===== config.mk =====
export PLATFORM = sky130hd
export DESIGN_NAME = mem_ctrl
export DESIGN_NICKNAME = d
export VERILOG_FILES = /design/src/rtl/mem_ctrl.sv
export SDC_FILE = /design/constraint.sdc
export NUM_CORES = 1
export LEC_CHECK = 0
export BUFFER_PORTS_ARGS = -buffer_cell sky130_fd_sc_hd__buf_2
export CORE_ASPECT_RATIO = 0.8
export CORE_UTILIZATION = 27
export DETAILED_ROUTE_END_ITERATION = 8
export PLACE_DENSITY = 0.46
export SYNTH_ARGS = -nofsm -noshare
export SYNTH_HDL_FRONTEND = slang
export SYNTH_SLANG_ARGS = --single-unit

===== constraint.sdc =====
create_clock -name clk -period 7.06 [get_ports clk]
set_input_delay 1.059 -clock clk [delete_from_list [all_inputs] [get_ports clk]]
set_output_delay 1.059 -clock clk [all_outputs]
set_load 0.03 [all_outputs]

===== src/rtl/mem_ctrl.sv =====
// mem_ctrl: memory-side responder for the load/store buffer and the
// instruction fetcher. Serialises one request at a time onto the 8-bit
// synchronous RAM/IO bus, one byte per cycle, and returns raw little-endian
// assembled data with a one-cycle ready pulse.
//
// Ports:
//   clk, rst            clock, synchronous active-high reset
//   rdy                 global enable; low freezes all state, forces mem_wr=0
//   clear               misprediction flush
//   lsb_load/lsb_store  one-shot request pulses with lsb_order/vj/A/vk
//   data_ready/data_ret lsb completion pulse and zero-extended raw result
//   if_req/if_pc        fetch request (level) and address
//   if_ready/if_inst    fetch completion pulse and fetched word
//   mem_din/mem_dout    RAM read / write byte
//   mem_a/mem_wr        RAM byte address / write strobe
//   io_buffer_full      IO write FIFO full
//
// Build option: define MEMCTRL_IO_STALL_EN to stall store bytes that target
// IO space (addr[17:16]==2'b11) while io_buffer_full is high.
//
// state   | meaning
// --------+------------------------------------------------------------
// S_IDLE  | bus quiet, requests sampled here only
// S_LOAD  | cnt<n drives byte address cnt; cnt>=1 captures lane cnt-1
// S_STORE | cnt drives write of byte cnt; done after byte n-1
// S_FETCH | as S_LOAD, fixed 4 bytes, completes on if_ready

module mem_ctrl #(
   parameter int ADDR_W  = 32,
   parameter int RAM_LAT = 1
) (
   input  logic              clk,
   input  logic              rst,
   input  logic              rdy,
   input  logic              clear,
   input  logic              lsb_load,
   input  logic              lsb_store,
   input  logic [5:0]        lsb_order,
   input  logic [31:0]       lsb_vj,
   input  logic [31:0]       lsb_A,
   input  logic [31:0]       lsb_vk,
   output logic              data_ready,
   output logic [31:0]       data_ret,
   input  logic              if_req,
   input  logic [31:0]       if_pc,
   output logic              if_ready,
   output logic [31:0]       if_inst,
   input  logic [7:0]        mem_din,
   output logic [7:0]        mem_dout,
   output logic [ADDR_W-1:0] mem_a,
   output logic              mem_wr,
   input  logic              io_buffer_full
);

   if (RAM_LAT != 1) begin : g_lat_check
      $error("mem_ctrl supports RAM_LAT == 1 only");
   end

   typedef enum logic [1:0] {S_IDLE, S_LOAD, S_STORE, S_FETCH} state_t;

   state_t      state, state_nxt;
   logic [2:0]  cnt, cnt_nxt;
   logic [2:0]  n_r, n_nxt;
   logic [31:0] addr, addr_nxt;
   logic [31:0] wdata, wdata_nxt;
   logic [31:0] acc, acc_nxt;
   logic        suppress, suppress_nxt;
   logic        data_ready_nxt, if_ready_nxt;
   logic [31:0] data_ret_nxt, if_inst_nxt;

   logic [2:0]  req_n;
   logic        is_ld, is_st;
   logic        load_ok, store_ok;
   logic [2:0]  rd_idx;
   logic [31:0] byte_addr;
   logic [1:0]  lane;
   logic [31:0] merged;
   logic        stall;

   always_comb begin
      req_n = 3'd0;
      is_ld = 1'b0;
      is_st = 1'b0;
      case (lsb_order)
         6'd10, 6'd13: begin req_n = 3'd1; is_ld = 1'b1; end
         6'd11, 6'd14: begin req_n = 3'd2; is_ld = 1'b1; end
         6'd12:        begin req_n = 3'd4; is_ld = 1'b1; end
         6'd15:        begin req_n = 3'd1; is_st = 1'b1; end
         6'd16:        begin req_n = 3'd2; is_st = 1'b1; end
         6'd17:        begin req_n = 3'd4; is_st = 1'b1; end
         default:      ;
      endcase
   end

   assign load_ok  = lsb_load  && is_ld;
   assign store_ok = lsb_store && is_st;

   // While frozen in a read phase, point the RAM at the byte still waiting
   // to be captured so mem_din carries it again when rdy returns.
   assign rd_idx = (!rdy && cnt != 3'd0 && (state == S_LOAD || state == S_FETCH))
                   ? cnt - 3'd1 : cnt;
   assign byte_addr = addr + {29'd0, rd_idx};

   always_comb begin
      lane   = cnt[1:0] - 2'd1;
      merged = acc;
      merged[{lane, 3'b000} +: 8] = mem_din;
   end

`ifdef MEMCTRL_IO_STALL_EN
   assign stall = (byte_addr[17:16] == 2'b11) && io_buffer_full;
`else
   logic unused_io_full;
   assign unused_io_full = io_buffer_full;
   assign stall = 1'b0;
`endif

   always_ff @(posedge clk) begin
      if (rst) begin
         state      <= S_IDLE;
         cnt        <= 3'd0;
         n_r        <= 3'd0;
         addr       <= 32'd0;
         wdata      <= 32'd0;
         acc        <= 32'd0;
         suppress   <= 1'b0;
         data_ready <= 1'b0;
         data_ret   <= 32'd0;
         if_ready   <= 1'b0;
         if_inst    <= 32'd0;
      end else if (rdy) begin
         state      <= state_nxt;
         cnt        <= cnt_nxt;
         n_r        <= n_nxt;
         addr       <= addr_nxt;
         wdata      <= wdata_nxt;
         acc        <= acc_nxt;
         suppress   <= suppress_nxt;
         data_ready <= data_ready_nxt;
         data_ret   <= data_ret_nxt;
         if_ready   <= if_ready_nxt;
         if_inst    <= if_inst_nxt;
      end
   end

   always_comb begin
      state_nxt      = state;
      cnt_nxt        = cnt;
      n_nxt          = n_r;
      addr_nxt       = addr;
      wdata_nxt      = wdata;
      acc_nxt        = acc;
      suppress_nxt   = suppress;
      data_ready_nxt = 1'b0;
      if_ready_nxt   = 1'b0;
      data_ret_nxt   = data_ret;
      if_inst_nxt    = if_inst;
      mem_a          = '0;
      mem_dout       = 8'd0;
      mem_wr         = 1'b0;

      case (state)
         S_IDLE: begin
            if (!clear) begin
               if (load_ok || store_ok) begin
                  state_nxt    = load_ok ? S_LOAD : S_STORE;
                  addr_nxt     = lsb_vj + lsb_A;
                  n_nxt        = req_n;
                  cnt_nxt      = 3'd0;
                  acc_nxt      = 32'd0;
                  wdata_nxt    = lsb_vk;
                  suppress_nxt = 1'b0;
               end else if (if_req) begin
                  state_nxt = S_FETCH;
                  addr_nxt  = if_pc;
                  n_nxt     = 3'd4;
                  cnt_nxt   = 3'd0;
                  acc_nxt   = 32'd0;
               end
            end
         end

         S_LOAD, S_FETCH: begin
            mem_a = byte_addr[ADDR_W-1:0];
            if (clear) begin
               state_nxt = S_IDLE;
            end else begin
               if (cnt != 3'd0) acc_nxt = merged;
               if (cnt == n_r) begin
                  state_nxt = S_IDLE;
                  if (state == S_LOAD) begin
                     data_ready_nxt = 1'b1;
                     data_ret_nxt   = merged;
                  end else begin
                     if_ready_nxt = 1'b1;
                     if_inst_nxt  = merged;
                  end
               end else begin
                  cnt_nxt = cnt + 3'd1;
               end
            end
         end

         S_STORE: begin
            mem_a    = byte_addr[ADDR_W-1:0];
            mem_dout = wdata[{cnt[1:0], 3'b000} +: 8];
            mem_wr   = rdy && !stall;
            // A committed store cannot be cancelled; only its pulse is dropped.
            if (clear) suppress_nxt = 1'b1;
            if (!stall) begin
               if (cnt == n_r - 3'd1) begin
                  state_nxt = S_IDLE;
                  if (!(suppress || clear)) begin
                     data_ready_nxt = 1'b1;
                     data_ret_nxt   = 32'd0;
                  end
               end else begin
                  cnt_nxt = cnt + 3'd1;
               end
            end
         end

         default: state_nxt = S_IDLE;
      endcase
   end

endmodule


== Word level (Yosys, flattened, before mapping) ==
Cells that the tools add are included.

* Flip-flop bits (word level): 171
* Output and inout bits: 107
* Logic and storage cells: 131

* $add $sub $neg: 7
* Eq/ne operators: 26
* Shifts and indexed selects: 3
* Multiplexer cells: 53
* Bitwise logic cells: 2
* Reductions and logical operators: 29

{| class="wikitable"
|+ Operators by type and width
! cell !! count
|-
| 2-to-1 mux 32 bit || 13
|-
| case mux 32 bit (2 select lines) || 2
|-
| == test 6 x 4 -> 1 bit (second input constant) || 6
|-
| adder 32 x 3 -> 32 bit || 1
|-
| adder 32 bit || 1
|-
| bitwise mux 32 bit || 1
|-
| variable shift 8 x 7 -> 32 bit (first input constant) || 1
|-
| indexed part select 32 x 6 -> 8 bit || 1
|-
| indexed part select 8 x 7 -> 32 bit || 1
|-
| 2-to-1 mux 3 bit || 9
|-
| inequality test 2 bit (second input constant) || 11
|-
| case mux 3 bit (3 select lines) || 2
|-
| 2-to-1 mux 1 bit || 15
|-
| AND reduction 5 bit || 3
|-
| 2-to-1 mux 2 bit || 7
|-
| == test 6 x 5 -> 1 bit (second input constant) || 2
|-
| AND reduction 6 bit || 2
|-
| OR reduction 3 bit || 4
|-
| 2-to-1 mux 8 bit || 1
|-
| AND reduction 4 bit || 2
|-
| nonzero test 2 bit || 4
|-
| negator 5 -> 7 bit || 1
|-
| AND reduction 7 bit || 1
|-
| == test 3 bit || 2
|-
| other kinds (16) || 27
|}

== Depth between registers and ports, before layout ==
Gate-level depths: netlist of the first run.

* Depth in word-level cells: 8
* Depth in mapped cells: 16
* Gate-level depth less buffers: 15

== Worst setup path after synthesis of the first run ==
Ideal clock, no wire load.

* Path type: register to output
* Start point: reg cnt[1]
* End point: out mem_a[28]
* Data arrival time: 3517 ps
* Required time: 6001 ps
* Path slack: 2484 ps
* Stages on the path, launching flop included: 15
* Path buffers: 2
* Path through: dfxtp_1 clkbuf_1 inv_1 ha_1 nand2b_1 nand2_1 o21ai_0 fa_1 a21oi_1 nor2_1 and2_1 clkbuf_1 nand4_1 or3_1 a21oi_1

* Cells in the longest elaborated chain, start to end: 6

{| class="wikitable"
|+ RTL lines
! what !! line !! text
|-
| start: declaration || 62 || <nowiki>logic [2:0] cnt, cnt_nxt;</nowiki>
|-
| start signal: assignment || 133 || <nowiki>cnt <= cnt_nxt;</nowiki>
|-
| parallel branches: the longest is 3 deep, another holds subtractor 3 x 1 -> 3 bit || n/a ||
|-
| 2-to-1 mux 3 bit (*) || 101 || <nowiki>? cnt - 3'd1 : cnt;</nowiki>
|-
| adder 32 x 3 -> 32 bit (*) || 102 || <nowiki>assign byte_addr = addr + {29'd0, rd_idx};</nowiki>
|-
| 2-to-1 mux 32 bit (*) || 162 || <nowiki>case (state)</nowiki>
|-
| end: declaration || 50 || <nowiki>output logic [ADDR_W-1:0] mem_a,</nowiki>
|}

Mark *: on every way between the ends.

== Worst setup path after layout of the first run ==
* Start point: reg cnt[0]
* End point: out mem_a[31]

Same word-level chain as after synthesis.

==> results of run 1 <==
## metal layers
layer	vias up	global-route usage (%)	share of wire (%)
li1	4778	-	-
met1	4385	26.60	51
met2	203	24.77	41
met3	16	5.874	6.9
met4	6	3.253	0.63
met5	-	0	0.14
## cell type report
cell class | count | share of cell area [%]
diodes | 5 | 0.1060
repair buffers | 267 | 11.60
flip-flops and latches | 171 | 29.01
multi-input cells | 970 | 49.29
inverters | 14 | 0.4454
clock buffers | 21 | 3.733
clock inverters | 10 | 0.8059
well taps | 472 | 5.005
## worst reg2reg max path: stages (launching register included)
cell and delay (ps):
dfxtp_1 430, or2_2 410, nor3_2 500, o21ai_4 410, nor2_4 570, buf_4 410, a32oi_1 150, nor2_1 120
## kinds of logic after synthesis
family	share of synthesized area [%]
flip-flops	35.58
AND/OR/NAND/NOR	24.19
XOR/XNOR	4.824
buffers and inverters	4.356
AO/OA/AOI/OAI	22.87
multiplexers	2.302
adder cells (fa/ha/maj)	5.878
## flip-flops by register name (all words and copies together), names as in the netlist
name	count
acc	32
suppress	1
n_r	3
data_ret	32
if_ready	1
if_inst	32
addr	32
cnt	3
data_ready	1
state	2
wdata	32
## final timing paths
check                            endpoint  slack [ps]  cells past startpoint
worst max-delay path            mem_a[31]        1770                     14
worst min-delay path               acc[8]         440                      2
worst max register to register     n_r[0]        4000                      7
worst min register to register     acc[8]         440                      2
## cell usage after synthesis (19+ instances only)
cell      number
a211oi_1      39
a21o_1        19
a21oi_1      160
clkbuf_1      57
dfxtp_1      171
ha_1          42
nand2_1      170
nand3_1       23
nor2_1       132
nor2b_1       46
nor3_1        47
o21ai_0       69
xnor2_1       24
xor2_1        29
## power by group through the flow
stage | logic (mW) | clock network, mW | registers (mW)
3_3_place_gp | 0.351 | 0 | 1.01
6_report | 0.352 | 0.899 | 0.993
5_1_grt | 0.388 | 0.973 | 0.995
3_5_place_dp | 0.351 | 0 | 1.01
4_1_cts | 0.353 | 0.933 | 0.992
2_1_floorplan | 0.227 | 0 | 1.01
==> flow_summary.json, run 1 <==
{
  "cp_slowest_cell": "and2_0",
  "swShare_pct": 28.91,
  "cts.htree.levels": 4,
  "fmax_mhz": 189.2,
  "worst_slack_ps": 1773,
  "ant_nets": 0,
  "drt_iter0_drc": 578,
  "cp.required_ps": 6000,
  "syn_area_um2": 9622,
  "place_hpwl_mm": 23.64,
  "cp_top_family": "simple AND/OR/NAND/NOR gates",
  "ys_ff_latch": 171,
  "finish.instance_area_um2": 11800,
  "synth_top_flop_cell": "dfxtp_1",
  "core-area_um2": 34880,
  "cts_tree": "yes",
  "tightest_slew_ps": 1122,
  "root_buffer": "clkbuf_16",
  "vias": 9388,
  "drive_gt1_share_pct": 22.23,
  "wirelength_mm": 32.70,
  "overflow": 0,
  "fp.dieW_um": 213.1,
  "status": "finished, final reports clean",
  "numPortBuffers": 255,
  "drv_slew": 0,
  "antenna_found_initial": 9,
  "synth.avg_cell_area_um2": 7.772,
  "crit_path_max_fanout": 11,
  "p_comb_share_pct": 15.7,
  "synth_top_area_share_pct": 35.58,
  "place_ws_ps": 1852,
  "placed_cells": 1894,
  "route.detailed.drc": 0,
  "yosys-top-cells-area": "dfxtp_1 (36%), a21oi_1 (8.3%), nand2_1 (6.6%)",
  "fillers": 3810,
  "power_frac_seq_pct": 44.2,
  "multi_input_area_um2": 5816,
  "clk_pin_slew_ps": 60,
  "internal_power_mw": 1.595,
  "p_switching_uw": 648.7,
  "max_stage_delay_ps": 450,
  "grt_max_degree": 83,
  "track_usage_pct": 17.91,
  "hp-class": "register to register",
  "clock_sinks": 171,
  "nNetsFinal": 1635,
  "drt_first_pass_iters": 4,
  "p_clk_share_pct": 40.1,
  "die_area_um2": 36400,
  "maxCapViolCount": 0,
  "final_common_cell": "buf_2",
  "synth_edf_count": 0,
  "placed_area_um2": 11250,
  "yosys.area.top_type": "dfxtp_1",
  "period_minus_slack_ps": 5287,
  "clk_latency_ps": 440,
  "post-cts-setup-buffer-count": 0,
  "vias_per_cell": 4.864,
  "path_cells": "inv_1, ha_1, nand2b_1, nand2_1, o21ai_0, ha_1, a21o_1, a21oi_1, nor2_1, and2_0, nand4_1, or3_1, a21oi_1, buf_2",
  "cp.arrival_ps": 4230,
  "hold_violations": 0,
  "syn_inst": 1238,
  "place.gp.congestion": 0.9217,
  "ios": 257,
  "final.setup.tns_ps": 0,
  "clock_skew_ps": 11.10,
  "area.sequential_um2": 3423,
  "hp-start": "acc[8]",
  "ctsResizeCount": 0,
  "p_leak_nw": 4.763,
  "ir_worst_vdd_mv": 0.1197,
  "cp-startpoint": "cnt[0]",
  "clk_path_buf_depth": 2,
  "syn_nets": 1432,
  "ys_types": 69,
  "fin_hold_ws_ps": 442.2,
  "critPathLaunchType": "register",
  "routedWlPerCell_um": 16.94,
  "finalCritPeriodShare_pct": 74.88,
  "async_reset_ff_share_pct": 0,
  "final_cell_mix": "buf_2 (254), dfxtp_1 (171), nand2_1 (170), a21oi_1 (159), nor2_1 (131)",
  "synth_warnings": 0,
  "grt_pass1_wl_mm": 50.25,
  "r2r_start": "state[0]",
  "critPathKind": "register to output pin",
  "cts_hold_buf": 0,
  "rsz0062_at_grt": "false",
  "end_kind": "output pin",
  "fin_util_pct": 33.83,
  "initial_utilization_pct": 27.59,
  "fin_cells": 1930,
  "ys_seq_area_share_pct": 35.58,
  "synthToLayoutAreaGrowth_pct": 22.63,
  "cts_inserted_buffers": 17,
  "cellPowerDensity_nw_per_um2": 190.2,
  "placementRows": 61,
  "dieHeight_um": 170.8,
  "final-setup-viol-count": 0,
  "grt_pass1_vias": 8689,
  "relSlewSlack_pct": 25.07,
  "power.total_mw": 2.244,
  "critical_path_buf_inv_count": 2
}
No activity file was read; power rests on OpenSTA's default activity.
==> run 2, diff against run 1 <==
--- a/config.mk
+++ b/config.mk
@@ -9,7 +9,7 @@
 export CORE_ASPECT_RATIO = 0.8
 export CORE_UTILIZATION = 27
 export DETAILED_ROUTE_END_ITERATION = 8
-export PLACE_DENSITY = 0.46
+export PLACE_DENSITY = 0.47
 export SYNTH_ARGS = -nofsm -noshare
 export SYNTH_HDL_FRONTEND = slang
 export SYNTH_SLANG_ARGS = --single-unit
==> constraint.sdc (replaced) <==
create_clock -name clk -period 4.8 [get_ports clk]
set_input_delay 0.72 -clock clk [delete_from_list [all_inputs] [get_ports clk]]
set_output_delay 0.72 -clock clk [all_outputs]
set_load 0.03 [all_outputs]
==> run 2 against run 1 <==
- cell count increased by 0.41%
- clock power up 55%
- combinational power rose by 49%
- count of clock-buffer cells in the layout decreased by 2
- worst setup slack lost 1500 ps
- final area is 0.90% higher
- critical path type unchanged
- largest cell class unchanged
==> flow_summary.json, run 2 (synthesis results as in run 1) <==
{
  "status": "finished, final reports clean",
  "hold_violations": 0,
  "end_kind": "output pin",
  "placementRows": 61,
  "grt_pass1_vias": 8786,
  "vias": 9511,
  "nNetsFinal": 1643,
  "final_cell_mix": "buf_2 (254), dfxtp_1 (171), nand2_1 (170), a21oi_1 (159), nor2_1 (131)",
  "critPathKind": "register to output pin",
  "tightest_slew_ps": 1031,
  "area.sequential_um2": 3423,
  "fp.dieW_um": 213.1,
  "drv_slew": 0,
  "wirelength_mm": 32.45,
  "fmax_mhz": 222.0,
  "grt_pass1_wl_mm": 50.11,
  "clock_sinks": 171,
  "routedWlPerCell_um": 16.75,
  "place_hpwl_mm": 24.02,
  "fin_cells": 1938,
  "ios": 257,
  "overflow": 0,
  "hp-class": "register to register",
  "ant_nets": 0,
  "final_common_cell": "buf_2",
  "cts_tree": "yes",
  "power.total_mw": 3.378,
  "root_buffer": "clkbuf_16",
  "drt_iter0_drc": 593,
  "drt_first_pass_iters": 5,
  "post-cts-setup-buffer-count": 0,
  "fin_util_pct": 34.13,
  "grt_max_degree": 88,
  "numPortBuffers": 255,
  "worst_slack_ps": 295.8,
  "place.gp.congestion": 0.8867,
  "route.detailed.drc": 0,
  "cp.required_ps": 4080,
  "critPathLaunchType": "register",
  "cts.htree.levels": 4,
  "core-area_um2": 34880,
  "p_leak_nw": 4.829,
  "final-setup-viol-count": 0,
  "die_area_um2": 36400,
  "track_usage_pct": 17.93,
  "fillers": 3798,
  "vias_per_cell": 4.908,
  "reg2reg_depth": 7,
  "grtUsageMet3_pct": 4.993,
  "cp.arrival_ps": 3780,
  "initial_utilization_pct": 27.59,
  "cts_inserted_buffers": 17,
  "clock_skew_ps": 9.186,
  "dieHeight_um": 170.8,
  "cellPowerDensity_nw_per_um2": 283.8,
  "min_path_cells": 2,
  "clk_pin_slew_ps": 70,
  "relSlewSlack_pct": 31.28,
  "period_minus_slack_ps": 4504,
  "busiest_layer": "met1",
  "drive_gt1_share_pct": 22.98,
  "clk_latency_ps": 450,
  "maxCapViolCount": 0,
  "synthToLayoutAreaGrowth_pct": 23.73,
  "use_met2_pct": 24.54,
  "placed_cells": 1902,
  "clk_path_buf_depth": 2,
  "multi_input_area_um2": 5816,
  "crit_path_max_fanout": 12,
  "ir_worst_vdd_mv": 0.1495,
  "grt_util_met1_pct": 26.78,
  "place_ws_ps": 473.9,
  "finalCritPeriodShare_pct": 93.84,
  "antenna_found_initial": 6,
  "final.setup.tns_ps": 0
}
-- run 2: area by class of cell --
type	instances	share of cell area (%)
clock inverters	13	1.104
multi-input cells	970	48.85
well taps	472	4.961
inverters	14	0.4414
clock buffers	19	3.805
flip-flops and latches	171	28.75
repair buffers	275	12.00
diodes	4	0.08408
-- run 2: per-layer routing --
| metal | up-vias | wire length [um] |
|---|---|---|
| li1 | 4809 | - |
| met1 | 4413 | 16690 |
| met2 | 250 | 13070 |
| met3 | 35 | 2206 |
| met4 | 4 | 456 |
| met5 | - | 30 |
-- run 2: through the flow --
step                hold slack, ps  instance area [um^2]
floorplan                    417.3                  9622
global placement             425.3                 11310
detailed placement           434.7                 11310
CTS                          447.9                 11900
global route                 470.3                 11900
finish                       445.6                 11910
-- run 2: timing repair --
| action | CTS | global route |
|---|---|---|
| endpoints found under the setup margin | 0 | 4 |
| gates resized for setup | 0 | 1 |
| hold buffers | 0 | 0 |
-- run 2: worst max-delay path, cell delays in order (launching register included) --
cell and delay, ps:
dfxtp_1 580, nor2b_1 240, nand2_1 120, nand2_1 80, o21ai_1 120, ha_1 310
a21o_1 110, a21oi_1 90, nor2_1 240, and2_0 340, nand4_1 190, or3_1 370
a21oi_1 280, buf_2 270
-- run 2: power by group --
part	switching, mW	internal (mW)
combinational	0.326	0.198
sequential	0.0221	1.44
clock	0.640	0.754
-- run 2: worst paths after layout --
kind	start	to	slack, ps
hold / removal	acc[28]	acc[28]	450
setup / recovery	state[0]	mem_a[31]	300
hold reg to reg	acc[28]	acc[28]	450
setup reg to reg	state[0]	addr[31]	1990
==> run 3, diff against run 2 <==
--- a/config.mk
+++ b/config.mk
@@ -5,11 +5,13 @@
 export SDC_FILE = /design/constraint.sdc
 export NUM_CORES = 1
 export LEC_CHECK = 0
+export ABC_AREA = 1
 export BUFFER_PORTS_ARGS = -buffer_cell sky130_fd_sc_hd__buf_2
 export CORE_ASPECT_RATIO = 0.8
 export CORE_UTILIZATION = 27
+export CTS_CLUSTER_DIAMETER = 80
 export DETAILED_ROUTE_END_ITERATION = 8
-export PLACE_DENSITY = 0.47
+export PLACE_DENSITY = 0.46
 export SYNTH_ARGS = -nofsm -noshare
 export SYNTH_HDL_FRONTEND = slang
 export SYNTH_SLANG_ARGS = --single-unit
==> run 3 against run 2 <==
- clock skew up 5.0 ps
- worst hold slack worse by 3.7 ps
- total power is 9.9% higher
- cell count is 32% higher
- worst setup slack lost 30 ps
- area after synthesis grew 13%
- critical path depth increased by 5
- fmax shrank 0.67%
- via count is 23% higher
==> flow_summary.json, run 3 <==
{
  "cellPowerDensity_nw_per_um2": 282.4,
  "drive_gt1_share_pct": 16.42,
  "drv_slew": 0,
  "fin_cells": 2553,
  "drt_first_pass_iters": 5,
  "hold_end": "if_inst[22]",
  "cts_tree": "yes",
  "synth_warnings": 0,
  "grt_pass1_vias": 10710,
  "place_ws_ps": 416.5,
  "synth_top_area_share_pct": 31.48,
  "ys_types": 45,
  "ys_top_cells_by_count": "nand2_1 (476), nor2_1 (294), inv_1 (211)",
  "dieHeight_um": 181.5,
  "final_common_cell": "nand2_1",
  "placementRows": 65,
  "synth.avg_cell_area_um2": 6.082,
  "worst_slack_ps": 265.6,
  "r2r_start": "state[0]",
  "cts_inserted_buffers": 17,
  "root_buffer": "clkbuf_16",
  "tightest_slew_ps": 1164,
  "drt_iter0_drc": 905,
  "ant_nets": 0,
  "final-setup-viol-count": 0,
  "placed_cells": 2520,
  "synth_top_flop_cell": "dfxtp_1",
  "cts.htree.levels": 4,
  "core-area_um2": 39530,
  "yosys-top-cells-area": "dfxtp_1 (31%), nand2_1 (16%), nor2_1 (10%)",
  "clock_sinks": 171,
  "yosys.area.top_type": "dfxtp_1",
  "fillers": 4539,
  "end_kind": "output pin",
  "ir_worst_vdd_mv": 0.2304,
  "async_reset_ff_share_pct": 0,
  "routedWlPerCell_um": 15.11,
  "period_minus_slack_ps": 4534,
  "synth_edf_count": 0,
  "hp-start": "if_inst[22]",
  "syn_inst": 1788,
  "route.detailed.drc": 0,
  "nNetsFinal": 2198,
  "place.gp.congestion": 0.8599,
  "syn_area_um2": 10880,
  "cp.required_ps": 4080,
  "initial_utilization_pct": 27.52,
  "clk_pin_slew_ps": 70,
  "fmax_mhz": 220.5,
  "power.total_mw": 3.711,
  "reg2reg_depth": 8,
  "relSlewSlack_pct": 22.21,
  "ios": 257,
  "vias": 11680,
  "crit_path_max_fanout": 7,
  "status": "finished, final reports clean",
  "wirelength_mm": 38.58,
  "die_area_um2": 41090,
  "clock_skew_ps": 14.18,
  "ys_ff_latch": 171,
  "fp.dieW_um": 226.4,
  "numPortBuffers": 255,
  "vias_per_cell": 4.574,
  "place_hpwl_mm": 30.01,
  "hp-class": "register to register",
  "final_cell_mix": "nand2_1 (476), nor2_1 (292), buf_2 (255), inv_1 (210), dfxtp_1 (171)",
  "grt_pass1_wl_mm": 59.89,
  "finalCritPeriodShare_pct": 94.47,
  "placed_area_um2": 12580,
  "track_usage_pct": 18.78,
  "cp.arrival_ps": 3810,
  "synthToLayoutAreaGrowth_pct": 20.84,
  "finish.instance_area_um2": 13140,
  "r2r_end": "n_r[2]",
  "clk_latency_ps": 450,
  "syn_nets": 1982,
  "maxCapViolCount": 0,
  "critPathLaunchType": "register",
  "min_path_cells": 2,
  "grt_max_degree": 66,
  "synth_most_common_cell": "nand2_1",
  "clk_path_buf_depth": 2,
  "overflow": 0,
  "r2r_slack_ps": 1930,
  "ys_seq_area_share_pct": 31.48,
  "p_leak_nw": 6.123,
  "critPathKind": "register to output pin",
  "hold_violations": 0,
  "antenna_found_initial": 2
}
-- run 3: cell types whose count changed after synthesis, moves of 13 or more --
cell	before	now
nor3_1	47	20
inv_1	14	211
clkbuf_1	57	39
and2_1	15	1
a21o_1	19	1
nand3_1	23	88
xnor2_1	24	11
a211oi_1	39	4
o21ai_0	69	146
nor2b_1	46	0
nand2_1	170	476
nor2_1	132	294
-- run 3: layout make-up --
| type | instances | area (um^2) | share of cell area [%] |
|---|---|---|---|
| flip-flops and latches | 171 | 3423 | 26.05 |
| multi-input cells | 1320 | 6274 | 47.74 |
| inverters | 223 | 838.3 | 6.379 |
| well taps | 536 | 670.6 | 5.103 |
| repair buffers | 271 | 1396 | 10.63 |
| diodes | 1 | 2.502 | 0.01904 |
| clock buffers | 22 | 474.2 | 3.608 |
| clock inverters | 9 | 62.56 | 0.4761 |
-- run 3: where the power goes --
group / internal, mW / switching, mW / leakage (nW)
Sequential: 1.47 / 0.0394 / 1.38
Clock: 0.703 / 0.610 / 0.267
Combinational: 0.270 / 0.622 / 4.47
-- run 3: what timing repair did --
item | CTS | global route
setup endpoints to repair | 0 | 5
setup buffers | 0 | 1
hold buffers | 0 | 0
gates resized for setup | 0 | 5
-- run 3: worst max path at each step --
stage / from / endpoint / slack (ps) / cells past startpoint
floorplan: cnt[0] / mem_a[20] / 220 / 19
global placement: rdy / mem_a[22] / 520 / 14
detailed placement: rdy / mem_a[20] / 420 / 14
CTS: cnt[0] / mem_a[20] / 110 / 18
global route: cnt[1] / mem_a[20] / -9 / 18
finish: cnt[0] / mem_a[22] / 270 / 18
-- run 3: kinds of logic after synthesis --
family                     synth area share [%]
buffers and inverters                     11.06
xor gates and xnor gates                  2.485
DFF                                       31.48
AOI/OAI and AO/OA                         15.49
adders and majority gates                 5.200
and+or+nand+nor                           34.30
-- run 3: metrics by stage --
stage	hold WS, ps	TNS, ps	util (%)
final	442.0	0	33.25
after global routing	465.6	-10.97	33.24
after CTS	445.7	0	33.18
after detailed placement	434.6	0	31.83
after global placement	431.2	0	31.83
after floorplan	429.4	0	-
-- run 3: layer usage --
layer | GRT usage [%] | vias to the layer above | wire, um | part of all wire [%]
met3 | 3.398 | 21 | 1700 | 4.4
met4 | 3.514 | 0 | 330 | 0.86
met1 | 29.10 | 5316 | 21000 | 54
met5 | 0 | - | 0 | 0
met2 | 26.58 | 239 | 15550 | 40
li1 | - | 6102 | - | -
-- run 3: worst max-delay path, cell delays in order, from the launching register on --
cell and delay (ps):
dfxtp_1 310, clkinv_1 60, ha_1 170, clkinv_1 100, nor2_2 180, inv_1 80, nand3_1 120, xor2_1 200
ha_1 210, fa_1 210, a21oi_1 80, nor2_1 170, nand2_1 140, nor2_4 240, nand4_1 240, inv_1 160
o21ai_0 150, a31oi_1 290, buf_2 250
